===== config.mk =====
export PLATFORM = sky130hd
export DESIGN_NAME = lfsr_gen
export DESIGN_NICKNAME = d
export VERILOG_FILES = /design/src/rtl/lfsr_gen.sv
export SDC_FILE = /design/constraint.sdc
export NUM_CORES = 1
export LEC_CHECK = 0
export BUFFER_PORTS_ARGS = -buffer_cell sky130_fd_sc_hd__buf_2
export CAP_MARGIN = 20
export CORE_ASPECT_RATIO = 1.2
export CORE_UTILIZATION = 45
export CTS_BUF_LIST = sky130_fd_sc_hd__clkbuf_4 sky130_fd_sc_hd__clkbuf_8
export DETAILED_ROUTE_END_ITERATION = 8
export PLACE_DENSITY_LB_ADDON = 0.25
export SLEW_MARGIN = 20
export SYNTH_ARGS = -nofsm -noshare
export SYNTH_HDL_FRONTEND = slang
export SYNTH_SLANG_ARGS = --single-unit

===== constraint.sdc =====
create_clock -name clk -period 4.9 [get_ports clk]
set_clock_uncertainty 0.15 [all_clocks]
set_input_delay 0.98 -clock clk [delete_from_list [all_inputs] [get_ports clk]]
set_output_delay 0.98 -clock clk [all_outputs]
set_load 0.005 [all_outputs]

===== src/rtl/lfsr_gen.sv =====
// Parametrised Fibonacci LFSR with multi-bit advance, seed load,
// zero-lockup protection and period tracking via wrap and sub-step count.
module lfsr_gen #(
   parameter int unsigned            WIDTH    = 16,
   parameter logic [WIDTH-1:0]       TAPS     = 'h002D,
   parameter logic [WIDTH-1:0]       SEED     = 'hECEB,
   parameter int unsigned            OUT_BITS = 1
) (
   input  logic                clk,
   input  logic                rst,
   input  logic                en,
   input  logic                load,
   input  logic [WIDTH-1:0]    load_value,
   output logic [OUT_BITS-1:0] rand_bits,
   output logic [WIDTH-1:0]    shift_reg,
   output logic                valid,
   output logic                zero_fix,
   output logic                wrap,
   output logic [WIDTH-1:0]    step_count
);

   // Elaboration-time guards on the parameter space.
   if (WIDTH < 2 || WIDTH > 32) begin : g_bad_width
      $fatal(1, "lfsr_gen: WIDTH must be in 2..32");
   end
   if (OUT_BITS < 1 || OUT_BITS > WIDTH) begin : g_bad_out_bits
      $fatal(1, "lfsr_gen: OUT_BITS must be in 1..WIDTH");
   end
   if (SEED == '0) begin : g_bad_seed
      $fatal(1, "lfsr_gen: SEED must be nonzero");
   end

   logic [WIDTH-1:0]    state_q, state_d;
   logic [WIDTH-1:0]    origin_q, origin_d;
   logic [WIDTH-1:0]    cnt_q, cnt_d;
   logic [OUT_BITS-1:0] rand_q, rand_d;
   logic                valid_q, valid_d;
   logic                zfix_q, zfix_d;
   logic                wrap_q, wrap_d;

   logic [WIDTH-1:0]    adv_state;
   logic [OUT_BITS-1:0] adv_bits;
   logic                adv_hit;
   logic [WIDTH-1:0]    adv_cnt;
   logic [WIDTH-1:0]    ld_val;

   // Chain OUT_BITS sub-steps; remember the first one landing on origin.
   always_comb begin
      adv_state = state_q;
      adv_bits  = '0;
      adv_hit   = 1'b0;
      adv_cnt   = cnt_q + WIDTH'(OUT_BITS);
      for (int k = 0; k < int'(OUT_BITS); k++) begin
         adv_bits[k] = adv_state[0];
         adv_state   = {^(adv_state & TAPS), adv_state[WIDTH-1:1]};
         if (!adv_hit && adv_state == origin_q) begin
            adv_hit = 1'b1;
            adv_cnt = WIDTH'(int'(OUT_BITS) - 1 - k);
         end
      end
   end

   // A zero seed would lock the register, so substitute SEED.
   assign ld_val = (load_value == '0) ? SEED : load_value;

   // Next-state selection: load beats advance, otherwise hold.
   always_comb begin
      state_d  = state_q;
      origin_d = origin_q;
      cnt_d    = cnt_q;
      rand_d   = rand_q;
      valid_d  = 1'b0;
      zfix_d   = 1'b0;
      wrap_d   = 1'b0;
      if (load) begin
         state_d  = ld_val;
         origin_d = ld_val;
         cnt_d    = '0;
         zfix_d   = (load_value == '0);
      end else if (en) begin
         state_d = adv_state;
         rand_d  = adv_bits;
         cnt_d   = adv_cnt;
         valid_d = 1'b1;
         wrap_d  = adv_hit;
      end
   end

   // State registers with synchronous reset overriding everything.
   always_ff @(posedge clk) begin
      if (rst) begin
         state_q  <= SEED;
         origin_q <= SEED;
         cnt_q    <= '0;
         rand_q   <= '0;
         valid_q  <= 1'b0;
         zfix_q   <= 1'b0;
         wrap_q   <= 1'b0;
      end else begin
         state_q  <= state_d;
         origin_q <= origin_d;
         cnt_q    <= cnt_d;
         rand_q   <= rand_d;
         valid_q  <= valid_d;
         zfix_q   <= zfix_d;
         wrap_q   <= wrap_d;
      end
   end

   assign rand_bits  = rand_q;
   assign shift_reg  = state_q;
   assign valid      = valid_q;
   assign zero_fix   = zfix_q;
   assign wrap       = wrap_q;
   assign step_count = cnt_q;

endmodule


Word level (Yosys, flattened, before mapping)
Index checks and enable logic that the tools add are counted.

Add/subtract/negate cells: 1. Reductions and logical operators: 7. Muxes and demuxes: 6. Bitwise logic cells: 2. Equal/unequal tests: 1.

Operators by type and width (number): 16-bit two-way mux (4); 16-bit by 1-bit adder with 16-bit output, second input constant (1); 16-bit == test (1); 16-bit zero test (1); 16-bit parity (1); 2-bit OR reduction (2); 3-bit OR reduction (1); 1-bit two-way mux (2); 1-bit NOT (2); 2-bit AND reduction (1); 2-bit nonzero test (1).

Input port bits: 20. Bits in registers: 52.

Logic depth before layout (Yosys ltp)
Depth in word-level cells: 3. Depth in mapped cells: 7. Mapped depth without buffers: 6.

Least setup slack after synthesis
No wires, ideal clock.

Path type: input-to-reg. Start: input en. End: register cnt_q[14], in the netlist step_count[14]. Data required time: 4.620 ns. Setup time: 0.130 ns. Path slack: 2.595 ns. Stages on the path: 6. Arrival: 2.025 ns. Path buffers: 2. Cell sequence: buf_2 > buf_2 > nand4_1 > nor4_1 > xnor2_1 > nor3_1.

RTL lines: from (decl) (RTL line 11) `input logic en,`; to (signal assigned) (RTL line 102) `cnt_q <= cnt_d;`; to (decl) (RTL line 35) `logic [WIDTH-1:0] cnt_q, cnt_d;`.

Final worst setup path
Start: input en. End: register wrap_q, in the netlist wrap.

Word-level cells in the longest chain between the ends: 2.

Ends and longest elaborated chain: 1-bit NOT (no source line); 3-bit OR reduction (no source line); to (signal assigned) (RTL line 106) `wrap_q <= wrap_d;`; to (decl) (RTL line 39) `logic wrap_q, wrap_d;`.

No other way between the ends. A chain may end at the register's enable or synchronous reset.

==> flow_summary.ini <==
[status]
status = finished clean

[route]
wl_per_cell_um = 14.2
drt-initial-drc-count = 79
dr.pass1.iters = 4
wl_um = 5080
vias = 1963
viasPerCell = 5.47
ant_nets = 0
drc_errors = 0

[cts]
cts_hold_buffers = 0
cts_setup_buffers = 0
numCtsBuffers = 5
ctsResizeCount = 0
root_buffer = clkbuf_8
clock_sinks = 52
clk_latency_ps = 300
clockBufferDepth = 2
clkTransAtPathRegs_ps = 90
tritoncts = built
htreeDepth = 2

[synthesis]
yosysMostFrequentCell = dfxtp_1
synth_edf_count = 0
synth_commonest_cells = 52 x dfxtp_1, 24 x nand2b_1, 22 x xnor2_1
yosysTopAreaCell = dfxtp_1
avgSynthCellArea_um2 = 9.38
synthArstFlopShare_pct = 0
synth_seq_area_share_pct = 43.9
ys_warn_count = 0
post_synth_num_cell_types = 26
synth_area_mm2 = 0.00237
synth_nets = 274
ys_top_cells_by_area = dfxtp_1 44%, xnor2_1 8.1%, nand2b_1 6.3%
synth_cells = 253
yosysTopAreaCellShare_pct = 43.9
synth_top_flop_cell = dfxtp_1
ys_ff_latch = 52

[global_route]
grt_overflow = 0
grt_pass1_wl_um = 8160
grt_max_degree = 43
grt_pass1_vias = 1715
antenna_found_initial = 0
grt_use_total_pct = 19.4

[power]
power_switching_uw = 206
p_int_uw = 694
switching_share_pct = 22.9
p_seq_share_pct = 50.9
p_leak_nw = 1.10
total_power_uw = 900
comb_power_share_pct = 11.7
ir_worst_vdd_uv = 179
p_per_area_mw_per_mm2 = 324
power.share.clock_pct = 37.4

[timing]
setup_ws_ps = 2320
setup_tns_ps = 0
post-route-period-util_pct = 52.7
holdWs_ps = 353
setup_violations = 0
drv_slew = 0
period_needed_ps = 2580
max_slew_margin_pct = 42.3
fmax_mhz = 388
rsz0062_at_grt = no
tightest_slew_ps = 858
hold_violations = 0

[flow_run]
drv_cap = 0

[layout]
antenna_cells = 0
layout.nets = 320
fin_util_pct = 55.5
nFillCells = 486
final_area_mm2 = 0.00278
area_growth_pct = 17.2
stdcell_count = 359
layout-drive-gt1-share_pct = 25.1

[placed_design]
numPortBuffers = 55
dp_hpwl_um = 3510
dp_cells = 352
pre_cts_ws_ps = 1990
gp_congestion = 0.767
placed_area_mm2 = 0.00265

[critical_path]
cp.arrival_ps = 2680
crit_type = input pin to flip-flop
critPathCaptureType = flip-flop
worstPathRequired_ps = 5000
critPathMaxFanout = 27
cp-start-kind = input pin

[floorplanning]
dieHeight_um = 81.6
die_w_um = 68.3
floorplan.initialDensity_pct = 47.4
fp-row-count = 28
core-area_mm2 = 0.00501
die-area_mm2 = 0.00557
ios = 56

[hold_path]
hold_path_class = flip-flop to flip-flop
==> worst max-delay path: stages <==
cell     delay, ps
buf_2          490
nand4_1        240
nor4_4         700
and2_2         260
==> layout make-up <==
type                            instances  area [µm²]  share of cell area (%)
Clock buffer                            5        68.8                    2.47
Clock inverter                          2        60.1                    2.16
Multi-Input combinational cell        185        1260                    45.3
Sequential cell                        52        1040                    37.4
Tap cell                               60        75.1                    2.70
Timing Repair Buffer                   55         275                    9.90
==> cell usage in the layout, fill, tap and decap left out <==
cell       count
buf_2         55
dfxtp_1       52
nand2b_1      24
xnor2_1       22
nor2_1        21
o22ai_1       21
nor3_1        17
mux2i_1       12
xor2_1        12
nor4_1        11
nand2_1       10
mux2_2        10
nand4_1        8
a21oi_1        5
clkbuf_8       5
and4_1         2
nand3_1        2
bufinv_16      2
or2_2          1
nor4_4         1
and3_1         1
o311ai_0       1
nand3b_1       1
and2_1         1
and2_2         1
ha_1           1
==> power by group through the flow <==
stage | logic (mW) | registers (mW) | clock network, mW
floorplan | 0.0738 | 0.466 | 0
global route | 0.117 | 0.461 | 0.357
CTS | 0.106 | 0.459 | 0.343
detailed placement | 0.106 | 0.468 | 0
finish | 0.105 | 0.458 | 0.337
global placement | 0.106 | 0.468 | 0
==> logic make-up (layout without fill, tap and decap cells) <==
logic type / after synthesis / after routing / share of synthesized area (%)
AOI/OAI and AO/OA: 27 / 27 / 6.96
DFF: 52 / 52 / 43.9
adders and majority gates: 1 / 1 / 0.527
muxes: 22 / 22 / 9.81
xor gates and xnor gates: 34 / 34 / 12.5
buffers and inverters: 16 / 62 / 3.00
and+or+nand+nor: 101 / 101 / 23.3
==> metal layers <==
layer  GRT usage, %  wire (µm)  vias up
li1               -          -      988
met1           24.3       2380      920
met2           32.3       2420       46
met3           3.75        160        9
met4           7.50        126        0
met5              0          0        -
==> worst paths after layout <==
kind / startpoint / to / slack (ps) / cells past startpoint
worst max-delay path: en / wrap / 2320 / 4
worst min-delay path: rand_bits / rand_bits / 350 / 2
worst min register to register: rand_bits / rand_bits / 350 / 2
worst max register to register: shift_reg[6] / wrap / 2610 / 5
Note: power is estimated with default switching activity, not from simulation.
